File: config.mk
export PLATFORM = sky130hd
export DESIGN_NAME = exec_div
export DESIGN_NICKNAME = d
export VERILOG_FILES = /design/src/rtl/exec_div_pkg.sv /design/src/rtl/exec_div_neg.sv /design/src/rtl/exec_div.sv
export SDC_FILE = /design/constraint.sdc
export NUM_CORES = 1
export LEC_CHECK = 0
export ABC_AREA = 1
export CAP_MARGIN = 40
export CORE_ASPECT_RATIO = 1.75
export CORE_UTILIZATION = 45
export CTS_BUF_LIST = sky130_fd_sc_hd__clkbuf_16
export CTS_CLUSTER_DIAMETER = 50
export DETAILED_ROUTE_END_ITERATION = 7
export GPL_TIMING_DRIVEN = 0
export PLACE_DENSITY_LB_ADDON = 0.05
export RECOVER_POWER = 50
export SLEW_MARGIN = 25
export SYNTH_ARGS = -nofsm -noshare
export SYNTH_HDL_FRONTEND = slang
export SYNTH_SLANG_ARGS = --single-unit
File: constraint.sdc
create_clock -name iClk -period 2.6 [get_ports iClk]
set_clock_uncertainty 0.1 [all_clocks]
set_input_delay 0.39 -clock iClk [delete_from_list [all_inputs] [get_ports iClk]]
set_output_delay 0.39 -clock iClk [all_outputs]
set_load 0.1 [all_outputs]
File: src/rtl/exec_div_pkg.sv
// exec_div shared definitions: iFunc bits, FSM states, quotient limits.
// EXEC_DIV_MINQ_EN: allow the most-negative signed quotient (80186 rule).
package exec_div_pkg;

  localparam int FUNC_WIDTH_BIT  = 0;
  localparam int FUNC_SIGNED_BIT = 1;

  typedef enum logic [1:0] {
    IDLE = 2'd0,
    CALC = 2'd1,
    FIX  = 2'd2,
    DONE = 2'd3
  } div_state_e;

  localparam logic [31:0] QLIM_U_B = 32'h0000_00FF;
  localparam logic [31:0] QLIM_U_W = 32'h0000_FFFF;
  localparam logic [31:0] QLIM_P_B = 32'h0000_007F;
  localparam logic [31:0] QLIM_P_W = 32'h0000_7FFF;
`ifdef EXEC_DIV_MINQ_EN
  localparam logic [31:0] QLIM_N_B = 32'h0000_0080;
  localparam logic [31:0] QLIM_N_W = 32'h0000_8000;
`else
  localparam logic [31:0] QLIM_N_B = 32'h0000_007F;
  localparam logic [31:0] QLIM_N_W = 32'h0000_7FFF;
`endif

endpackage

File: src/rtl/exec_div_neg.sv
// Conditional two's-complement negator, width W.
// Used for operand magnitudes and the final sign fix-up.
module exec_div_neg #(
  parameter int W = 16
) (
  input  logic         iNeg,
  input  logic [W-1:0] iVal,
  output logic [W-1:0] oVal
);

  assign oVal = iNeg ? ((~iVal) + W'(1)) : iVal;

endmodule

File: src/rtl/exec_div.sv
// DIV/IDIV restoring divider, one quotient bit per clock.
// EXEC_DIV_MINQ_EN (see exec_div_pkg) relaxes the negative quotient limit.
module exec_div
  import exec_div_pkg::*;
(
  input  logic        iClk,
  input  logic        iReset_n,
  input  logic        iStart,
  input  logic [3:0]  iFunc,
  input  logic [15:0] R1,
  input  logic [15:0] R2,
  input  logic [15:0] R3,
  output logic [15:0] oQuot,
  output logic [15:0] oRem,
  output logic        oBusy,
  output logic        oDone,
  output logic        oDivErr
);

  div_state_e  state_q, state_d;
  logic [5:0]  cnt_q, cnt_d;
  logic [31:0] q_q, q_d;
  logic [15:0] r_q, r_d;
  logic [15:0] dvs_q, dvs_d;
  logic        wide_q, wide_d;
  logic        sgn_q, sgn_d;
  logic        sd_q, sd_d;
  logic        sv_q, sv_d;
  logic        dz_q, dz_d;
  logic [15:0] quot_q, quot_d;
  logic [15:0] rem_q, rem_d;
  logic        err_q, err_d;

  logic        wide_in, sgn_in;
  logic [31:0] dvd_raw, dvd_mag;
  logic [15:0] dvs_raw, dvs_mag;
  logic        dvd_neg, dvs_neg;
  logic        q_neg;
  logic [15:0] q_fix, r_fix;
  logic        unused_func;

  assign unused_func = ^iFunc[3:2];
  assign wide_in = iFunc[FUNC_WIDTH_BIT];
  assign sgn_in  = iFunc[FUNC_SIGNED_BIT];

  // Sign-extend operands to their working widths and pick their signs
  always_comb begin
    dvd_raw = wide_in ? {R2, R1} : {{16{R1[15] & sgn_in}}, R1};
    dvs_raw = wide_in ? R3 : {{8{R3[7] & sgn_in}}, R3[7:0]};
    dvd_neg = sgn_in & (wide_in ? R2[15] : R1[15]);
    dvs_neg = sgn_in & (wide_in ? R3[15] : R3[7]);
  end

  assign q_neg = sgn_q & (sd_q ^ sv_q);

  exec_div_neg #(.W(32)) u_neg_dvd (
    .iNeg(dvd_neg), .iVal(dvd_raw), .oVal(dvd_mag)
  );
  exec_div_neg #(.W(16)) u_neg_dvs (
    .iNeg(dvs_neg), .iVal(dvs_raw), .oVal(dvs_mag)
  );
  exec_div_neg #(.W(16)) u_neg_quot (
    .iNeg(q_neg), .iVal(q_q[15:0]), .oVal(q_fix)
  );
  exec_div_neg #(.W(16)) u_neg_rem (
    .iNeg(sgn_q & sd_q), .iVal(r_q), .oVal(r_fix)
  );

  // Next-state, datapath iteration and result fix-up
  always_comb begin
    logic [16:0] trial;
    logic [16:0] diff;
    logic        ge;
    logic [31:0] lim;
    logic        err;
    state_d = state_q;
    cnt_d   = cnt_q;
    q_d     = q_q;
    r_d     = r_q;
    dvs_d   = dvs_q;
    wide_d  = wide_q;
    sgn_d   = sgn_q;
    sd_d    = sd_q;
    sv_d    = sv_q;
    dz_d    = dz_q;
    quot_d  = quot_q;
    rem_d   = rem_q;
    err_d   = err_q;
    trial   = {r_q, q_q[31]};
    diff    = trial - {1'b0, dvs_q};
    ge      = (trial >= {1'b0, dvs_q});
    lim     = 32'h0;
    err     = 1'b0;
    unique case (state_q)
      IDLE: begin
        if (iStart) begin
          // Byte dividends are left-aligned so bit 31 always feeds in
          q_d    = wide_in ? dvd_mag : {dvd_mag[15:0], 16'h0000};
          r_d    = 16'h0000;
          dvs_d  = dvs_mag;
          wide_d = wide_in;
          sgn_d  = sgn_in;
          sd_d   = dvd_neg;
          sv_d   = dvs_neg;
          dz_d   = (dvs_raw == 16'h0000);
          cnt_d  = wide_in ? 6'd32 : 6'd16;
          state_d = (dvs_raw == 16'h0000) ? FIX : CALC;
        end
      end
      CALC: begin
        r_d   = ge ? diff[15:0] : trial[15:0];
        q_d   = {q_q[30:0], ge};
        cnt_d = cnt_q - 6'd1;
        if (cnt_q == 6'd1) state_d = FIX;
      end
      FIX: begin
        unique case (1'b1)
          !sgn_q: lim = wide_q ? QLIM_U_W : QLIM_U_B;
          q_neg:  lim = wide_q ? QLIM_N_W : QLIM_N_B;
          default: lim = wide_q ? QLIM_P_W : QLIM_P_B;
        endcase
        err    = dz_q | (q_q > lim);
        err_d  = err;
        quot_d = err ? 16'h0000 :
                 wide_q ? q_fix : {8'h00, q_fix[7:0]};
        rem_d  = err ? 16'h0000 :
                 wide_q ? r_fix : {8'h00, r_fix[7:0]};
        state_d = DONE;
      end
      DONE: state_d = IDLE;
      default: state_d = IDLE;
    endcase
  end

  // State and datapath registers with synchronous active-low reset
  always_ff @(posedge iClk) begin
    if (!iReset_n) begin
      state_q <= IDLE;
      cnt_q   <= 6'd0;
      q_q     <= 32'h0;
      r_q     <= 16'h0;
      dvs_q   <= 16'h0;
      wide_q  <= 1'b0;
      sgn_q   <= 1'b0;
      sd_q    <= 1'b0;
      sv_q    <= 1'b0;
      dz_q    <= 1'b0;
      quot_q  <= 16'h0;
      rem_q   <= 16'h0;
      err_q   <= 1'b0;
    end else begin
      state_q <= state_d;
      cnt_q   <= cnt_d;
      q_q     <= q_d;
      r_q     <= r_d;
      dvs_q   <= dvs_d;
      wide_q  <= wide_d;
      sgn_q   <= sgn_d;
      sd_q    <= sd_d;
      sv_q    <= sv_d;
      dz_q    <= dz_d;
      quot_q  <= quot_d;
      rem_q   <= rem_d;
      err_q   <= err_d;
    end
  end

  assign oQuot   = quot_q;
  assign oRem    = rem_q;
  assign oDivErr = err_q;
  assign oBusy   = (state_q == CALC) || (state_q == FIX);
  assign oDone   = (state_q == DONE);

endmodule
==> reports/metrics.csv, run 1 <==
metric,value,unit
syn_avg_cell_area,6.158,um^2
criticalPathCategory,primary input to register,
nNetsFinal,1530,
drive_gt1_frac,0.06311,
end_kind,register,
min_period,2480,ps
antenna_found_initial,0,
rsz0062_at_grt,false,
ir_drop,883.6,uV
synth-main-ff-cell,dfxtp_1,
reg2reg_depth,10,
root_buffer,clkbuf_16,
relSlewSlack,0.5207,
syn_inst,1305,
track_usage,0.3238,
clock_latency,360,ps
viasPerCell,5.359,
core,17460,um^2
min_path_cells,2,
synthTopCellsByArea,"dfxtp_1 27%, nand2_1 15%, a21oi_1 8.5%",
clock_path_buffers,2,
p_leak,4.553,nW
ant_nets,0,
dp_hpwl,23120,um
num_io_pins,90,
hold_class,register to register,
vias,8966,
cts_sinks,110,
netlist.area_leader.share,0.2740,
worstMarginPinSlew,719.0,ps
drv_slew,0,
cts_tree,yes,
ys_seq_area_frac,0.2740,
cp_max_fo,10,
synth_nets,1397,
grt_pass1_wl,44260,um
seq_area,2203,um^2
r2r-start,r_q[11],
power.density,1266,nW/um^2
crit_arrival,2590,ps
grt-ovfl-total,0,
grt_max_degree,18,
setup_viol,0,
cp.required,2710,ps
synth_most_common_cell,nand2_1,
die_area,18420,um^2
r2r_end,r_q[12],
synth-edff-count,0,
first_pass_iters,5,
multi_input_area,4967,um^2
hold_viol_final,0,
drc,0,
min-delay-start,oQuot[13],
synth_seq_cells,110,
fill_cells,1878,
setup_tns,0,ps
r2r_slack,160,ps
startpoint_type,primary input,
fin_crit_sh,0.9539,
portBuffers,86,
utilization,0.5613,
htreeDepth,3,
ys_top_cells_by_count,"330 x nand2_1, 176 x inv_1, 137 x a21oi_1",
gp_congestion,1.007,
initial_core_util,0.4604,
yosys_warnings,0,
synth-async-reset-ratio,0,
ys_types,42,
grt_pass1_vias,8937,
wl_per_cell,16.89,um
status,"finished, final reports clean",
numCtsBuffers,9,
drt_iter0_drc,322,
syn_area,8036,um^2
path_clk_slew,70,ps
fmax,0.4032,GHz
diodes,0,
power,12.41,mW
fp.dieW,103.0,um
wl,28260,um
drv_cap,0,
die-height,178.8,um
synth_area_leader_cell,dfxtp_1,
rows,64,
syn_to_final_growth,21.92,%
hold-path-endpoint,oQuot[13],
worst max-delay path by stage:
stage	from	slack, ps	end
after floorplan	wide_q	630	oQuot[15]
after global placement	iFunc[1]	-330	q_q[18]
after detailed placement	iFunc[1]	-340	q_q[18]
after CTS	iFunc[1]	30	q_q[18]
after global routing	r_q[4]	10	r_q[12]
final	R1[15]	120	q_q[18]
layout make-up:
type,instances,share of cell area
Clock inverter,6,0.003959
Tap cell,231,0.02950
Inverter,182,0.06998
Clock buffer,9,0.02299
Timing Repair Buffer,122,0.1170
Multi-Input combinational cell,962,0.5070
Sequential cell,110,0.2249
Buffer,51,0.02477
routing by layer:
layer  global-route usage  share of wire  vias to the layer above
met5                    0              0                        -
met3              0.04951          0.029                      111
met1               0.2925           0.35                     4109
met2               0.6167           0.54                      221
met4               0.2588          0.085                        0
li1                     -              -                     4525
cell families (layout without fill, tap and decap cells):
| group | count (synthesis) | in the layout | share of synthesized area |
|---|---|---|---|
| compound gates | 266 | 266 | 0.1780 |
| xor+xnor | 44 | 44 | 0.04795 |
| fa+ha+maj | 37 | 37 | 0.05854 |
| buf+inv | 233 | 370 | 0.1151 |
| flops | 110 | 110 | 0.2740 |
| simple gates | 615 | 615 | 0.3265 |
layout by cell type, fill, tap and decap left out, types with 4 or more instances in the layout:
cell             instances
nand2_1                331
inv_1                  175
a21oi_1                137
nand3_1                115
nor2_1                 112
dfxtp_1                109
clkdlybuf4s50_1         80
o21ai_0                 74
clkbuf_1                33
xor2_1                  33
ha_1                    32
clkbuf_2                31
o22ai_1                 25
nand4_1                 17
nor3_1                  13
o211ai_1                12
xnor2_1                 11
nand3b_1                 9
clkbuf_16                9
buf_2                    7
dlygate4sd3_1            5
buf_6                    4
clkinv_1                 4
buf_16                   4
power breakdown:
| group | internal (mW) | switching, mW |
|---|---|---|
| logic | 2.82 | 5.61 |
| clock network | 0.644 | 0.649 |
| registers | 2.16 | 0.523 |
| total | 5.63 | 6.78 |
timing repair:
item                                   CTS  global route
buffers inserted                         0             1
setup endpoints to repair                1            42
gates resized for setup                  1            19
gates cloned                             0             0
pin swaps                                0             1
hold buffers                             0             0
endpoints found under the hold margin    0             0
sequential cells by signal, indices dropped and copies added (netlist names):
signal   count
cnt_q        6
dvs_q       16
dz_q         1
oDivErr      1
oQuot       16
oRem        16
q_q         32
r_q         16
sd_q         1
sgn_q        1
state_q      2
sv_q         1
wide_q       1
through the flow:
stage,hold WS (ps),worst slack [ps],area (um^2),instances
4_1_cts,373.3,32.92,10030,1672
6_report,370.2,120.0,9798,1673
3_5_place_dp,361.4,-344.7,9762,1657
2_1_floorplan,344.5,630.3,8036,1305
3_3_place_gp,351.4,-327.6,9186,1622
5_1_grt,388.1,10.28,9798,1673
worst max-delay path, stage by stage:
cell,delay [ps]
clkdlybuf4s50_1,720
nand3_4,200
nand2_4,210
inv_2,140
or2_1,240
xor2_1,340
a21oi_1,150
o21ai_1,110
a21oi_1,70
Note: power is estimated with default switching activity, not from simulation.
==> run 2, diff against run 1 <==
Settings changed: CORE_UTILIZATION 45 to 30.
==> reports/metrics.csv, run 2 (same netlist as run 1, synthesis figures left out) <==
metric,value,unit,change
ant_nets,0,,unchanged
viasPerCell,4.909,,was 5.359
fp.dieW,125.7,um,was 103.0 um
sw_frac_of_total,0.5436,,was 0.5463
ir_drop,517.6,uV,was 883.6 uV
r2r_end,oRem[14],,was r_q[12]
grt_max_degree,20,,was 18
crit_path_end,q_q[25],,was q_q[18]
first_pass_iters,5,,unchanged
drv_cap,0,,unchanged
wl_per_cell,17.33,um,was 16.89 um
mostFrequentLayoutCells,"331 x nand2_1, 175 x inv_1, 136 x a21oi_1, 116 x nand3_1, 111 x nor2_1",,"was 331 x nand2_1, 175 x inv_1, 137 x a21oi_1, 115 x nand3_1, 112 x nor2_1"
portBuffers,86,,unchanged
combPwrFrac,0.667,,was 0.679
drt_iter0_drc,373,,was 322
hold_class,register to register,,unchanged
p_leak,4.599,nW,was 4.553 nW
holdWs,362.3,ps,was 370.2 ps
end_kind,register,,unchanged
root_buffer,clkbuf_16,,unchanged
grt_pass1_wl,47650,um,was 44260 um
path_clk_slew,80,ps,was 70 ps
grt_pass1_vias,8868,,was 8937
worstMarginPinSlew,801.0,ps,was 719.0 ps
cp.required,2800,ps,was 2710 ps
num_io_pins,90,,unchanged
rows,78,,was 64
dp_hpwl,25670,um,was 23120 um
drive_gt1_frac,0.06449,,was 0.06311
cellInternalPower,5.679,mW,was 5.628 mW
post-place-ws,-426.8,ps,was -344.7 ps
relSlewSlack,0.4660,,was 0.5207
startpoint_type,primary input,,unchanged
initial_core_util,0.3073,,was 0.4604
criticalPathCategory,primary input to register,,unchanged
diodes,0,,unchanged
largest_reg_flops,32,,unchanged
hold_viol_final,0,,unchanged
largest_register,q_q,,unchanged
cp_max_fo,5,,was 10
reg2reg_depth,12,,was 10
die-height,218.5,um,was 178.8 um
clock_path_buffers,2,,unchanged
drv_slew,0,,unchanged
wl,30530,um,was 28260 um
gp_congestion,0.9140,,was 1.007
r2r-start,wide_q,,was r_q[11]
final_common_cell,nand2_1,,unchanged
power.density,1250,nW/um^2,was 1266 nW/um^2
worst_slack,151.0,ps,was 120.0 ps
utilization,0.3805,,was 0.5613
cts_tree,yes,,unchanged
vias,8649,,was 8966
track_usage,0.2300,,was 0.3238
status,"finished, final reports clean",,unchanged
die_area,27470,um^2,was 18420 um^2
crit_start,R1[0],,was R1[15]
placedCellCount,1746,,was 1657
cts_sinks,110,,unchanged
clkPwrFrac,0.119,,was 0.104
power,12.44,mW,was 12.41 mW
htreeDepth,3,,unchanged
nNetsFinal,1529,,was 1530
fin_crit_sh,0.9419,,was 0.9539
clock_latency,370,ps,was 360 ps
core,26160,um^2,was 17460 um^2
drc,0,,unchanged
crit_arrival,2650,ps,was 2590 ps
p_sw,6.763,mW,was 6.778 mW
r2r_slack,200,ps,was 160 ps
grt-ovfl-total,0,,unchanged
p_seq_frac,0.214,,was 0.216
setup_viol,0,,unchanged
syn_to_final_growth,23.84,%,was 21.92%
numCtsBuffers,9,,unchanged
fmax,0.4083,GHz,was 0.4032 GHz
stdcell_count,1762,,was 1673
min_period,2449,ps,was 2480 ps
cts_setup_buffers,0,,unchanged
antenna_found_initial,0,,unchanged
run 2: changes by cell type in the layout (fill, tap and decap cells not counted), moves of 3 or more:
cell and delta:
clkbuf_1 -3, clkdlybuf4s50_1 -4, dlygate4sd3_1 +3, ha_1 +3, ha_4 -3
run 2: worst min path at each step:
stage,from,endpoint,cells past startpoint
global placement,oQuot[11],oQuot[11],2
finish,oQuot[14],oQuot[14],2
detailed placement,oQuot[8],oQuot[8],2
global route,oRem[13],oRem[13],2
CTS,oQuot[14],oQuot[14],2
floorplan,cnt_q[4],cnt_q[4],2
run 2: final cells by class:
class                   count  area [um^2]
inverters                 182        685.7
plain buffers              51        244.0
flip-flops and latches    110         2206
clock inverters             7        78.83
clock buffers               9        225.2
fillers                  2925        16200
multi-input cells         962         4930
repair buffers            121         1182
well taps                 320        400.4
run 2: through the flow:
step / setup TNS [ps] / instance area (um^2)
after global placement: -6183 / 9298
after detailed placement: -6469 / 9898
after global routing: -0.9908 / 9952
after CTS: 0 / 10200
final: 0 / 9952
after floorplan: 0 / 8036
run 2: critical path, cell delays in order:
cell,delay (ps)
clkdlybuf4s50_1,460
inv_1,190
nand3_1,130
nor2_1,230
nand3_1,250
nand2_1,240
inv_1,100
nor2_1,140
nand3_1,80
nand3_1,220
nand2_1,80
a21oi_1,120
run 2: power groups by stage:
| stage | clock network (mW) | registers, mW | logic [mW] |
|---|---|---|---|
| 2_1_floorplan | 0 | 3.08 | 5.45 |
| 3_5_place_dp | 0 | 2.70 | 8.47 |
| 3_3_place_gp | 0 | 2.71 | 8.12 |
| 6_report | 1.48 | 2.66 | 8.30 |
| 5_1_grt | 1.57 | 2.72 | 9.30 |
| 4_1_cts | 1.51 | 2.67 | 8.50 |
run 2: per-layer routing:
metal | up-vias | routed length (um) | share of wire | track usage
met5 | - | 0 | 0 | 0
met4 | 0 | 1363 | 0.045 | 0.1179
met3 | 49 | 458 | 0.015 | 0.01909
met2 | 123 | 17940 | 0.59 | 0.4891
met1 | 3948 | 10760 | 0.35 | 0.2094
li1 | 4529 | - | - | -
run 2: timing repair:
item / CTS / global route
gates resized for setup: 2 / 22
setup endpoints to repair: 2 / 59
hold buffers: 0 / 0
==> RTL edit (settings of run 2) <==
Build with the macro `EXEC_DIV_MINQ_EN` defined.
--- a/src/rtl/exec_div_pkg.sv
+++ b/src/rtl/exec_div_pkg.sv
@@ -1,4 +1,6 @@
 // exec_div shared definitions: iFunc bits, FSM states, quotient limits.
 // EXEC_DIV_MINQ_EN: allow the most-negative signed quotient (80186 rule).
+`define EXEC_DIV_MINQ_EN
+
 package exec_div_pkg;
 
Function: same outputs for any inputs over 10 cycles, from zero or initial values and one cycle with iReset_n low; that may be too few to reach the edited logic, so the function may still have changed.
==> RTL edit against run 2 <==
- register-to-register slack lost 0.12 ns
- worst setup slack lost 0.069 ns
- count of clock-buffer cells in the layout is the same
- sequential cell count is the same
- fmax shrank 2.8%
- wire length grew 3.1%
- design area grew 5.3%
- via count grew 1.6%
- critical endpoint is now oRem[7]
- power shrank 15%
- first-iteration DRC count grew 18%
- area after synthesis grew 4.1%
==> RTL edit: results (changes against run 2) <==
Routing:
- The via count normalized by instance count came to 4.83 (was 4.91).
- The DRC marker count from the first detailed-route iteration is 440 (was 373).
- The number of detailed-route iterations in the first pass is 4 (was 5).
- The routed wire length per instance is 17.3 um (about the same).

Layout:
- The total of fill cells in the finished design came to 3,078 (was 2,925).
- The layout cell share with drive strength beyond 1 is 0.111 (was 0.0645).
- The final antenna diode count is 0 (unchanged).
- The final net count is 1,535 (was 1,529).
- The final cell count without fillers is 1,818 (was 1,762).

Worst setup path:
- The data arrival time of the critical path was 2.73 ns (was 2.65 ns).
- The largest incremental delay on the critical path is 0.35 ns (was 0.46 ns).
- The worst reg-to-reg path cell count is 17 (was 12).
- The kind of cell adding the most delay to the critical path was simple AND/OR/NAND/NOR gates (unchanged).
- The endpoint of the most critical setup path is oRem[7] (was q_q[25]).
- The first element of the critical path is sd_q (was R1[0]).
- The master of the slowest instance on the critical path is sky130_fd_sc_hd__dfxtp_2 (was sky130_fd_sc_hd__clkdlybuf4s50_1).
- The maximum net fanout on the critical path came to 8 (was 5).

Synth:
- The register area share after synthesis came to 0.263 (was 0.274).
- Most area-consuming cells after synthesis: sky130_fd_sc_hd__dfxtp_1 26%, sky130_fd_sc_hd__nand2_1 14%, sky130_fd_sc_hd__a21oi_1 7.7% (was sky130_fd_sc_hd__dfxtp_1 27%, sky130_fd_sc_hd__nand2_1 15%, sky130_fd_sc_hd__a21oi_1 8.5%).
- The count of different cell masters after synthesis is 51 (was 42).
- The post-synthesis net count is 1,396 (was 1,397).
- Most used standard cells in the synthesized netlist: 301 x sky130_fd_sc_hd__nand2_1, 165 x sky130_fd_sc_hd__inv_1, 128 x sky130_fd_sc_hd__a21oi_1 (was 330 x sky130_fd_sc_hd__nand2_1, 176 x sky130_fd_sc_hd__inv_1, 137 x sky130_fd_sc_hd__a21oi_1).
- The per-instance average area after synthesis is 6.41 um^2 (was 6.16 um^2).

Power:
- The switching power is 0.00549 W (was 0.00676 W).
- The leakage component of the power was 4.74 nW (was 4.60 nW).
- The relative contribution of the clock network to total power is 0.141 (was 0.119).
- The power density over the cells is 1010 nW/um^2 (was 1250 nW/um^2).
- The share of total power in combinational logic is 0.637 (was 0.667).
- The largest vdd supply drop was 0.383 mV (was 0.518 mV).

Min path:
- The class of the tightest hold or removal check is register to register (unchanged).
- The critical hold path startpoint is oQuot[15] (was oQuot[14]).

Clock network:
- The number of resized instances in the post-cts repair step is 22 (was 2).
- The number of buffers inserted to repair setup after CTS came to 5 (was 0).

Placement:
- The last weighted congestion value of the routability-driven placer was 0.864 (was 0.914).
- The setup slack after placement is -0.351 ns (was -0.427 ns).
- The post-DP HPWL came to 26,100 um (was 25,700 um).

Timing:
- The slew of the pin with the lowest slew margin is 0.777 ns (was 0.801 ns).
- The final setup slack of the worst path was 0.0815 ns (was 0.151 ns).

GRT:
- The number of global-route vias before repair is 8,801 (was 8,868).
- The first-pass GRT wire length is 48,600 um (was 47,700 um).
- The overall track demand over capacity in global routing is 0.228 (was 0.230).

Run status:
- Result of the run: completed (unchanged).
==> RTL edit: cell type report <==
cell class	instances	area, um^2	share of cell area
well taps	369	462	0.0441
multi-input cells	961	5270	0.503
flip-flops and latches	110	2210	0.211
inverters	174	658	0.0628
repair buffers	129	1200	0.114
clock inverters	7	80.1	0.00764
plain buffers	59	377	0.0359
clock buffers	9	225	0.0215
==> RTL edit: per-layer routing <==
metal | wire [um] | GRT usage | vias up
met5 | 0 | 0 | -
met4 | 1410 | 0.116 | 0
met3 | 529 | 0.0213 | 60
met2 | 18400 | 0.463 | 131
met1 | 11100 | 0.218 | 4028
li1 | - | - | 4571
==> RTL edit: cell families (layout without fill, tap and decap cells) <==
group / Yosys count / after routing / share of synthesized area
AO/OA/AOI/OAI: 265 / 265 / 0.177
XOR/XNOR: 54 / 54 / 0.0565
adder cells (fa/ha/maj): 36 / 36 / 0.0547
buffers and inverters: 234 / 378 / 0.120
flip-flops: 110 / 110 / 0.263
multiplexers: 1 / 1 / 0.00120
AND/OR/NAND/NOR: 605 / 605 / 0.327
==> RTL edit: worst min path at each step <==
| stage | to | slack [ns] | cells past startpoint |
|---|---|---|---|
| 2_1_floorplan | cnt_q[4] | 0.35 | 2 |
| 3_3_place_gp | cnt_q[4] | 0.36 | 2 |
| 3_5_place_dp | oQuot[15] | 0.36 | 2 |
| 4_1_cts | oQuot[15] | 0.37 | 2 |
| 5_1_grt | cnt_q[4] | 0.40 | 2 |
| 6_report | oQuot[15] | 0.37 | 2 |
==> RTL edit: metrics by stage <==
step	TNS, ns	util
after floorplan	0	-
after global placement	-14.77	0.355
after detailed placement	-13.82	0.375
after CTS	0	0.391
after global routing	-1.65	0.384
final	0	0.384
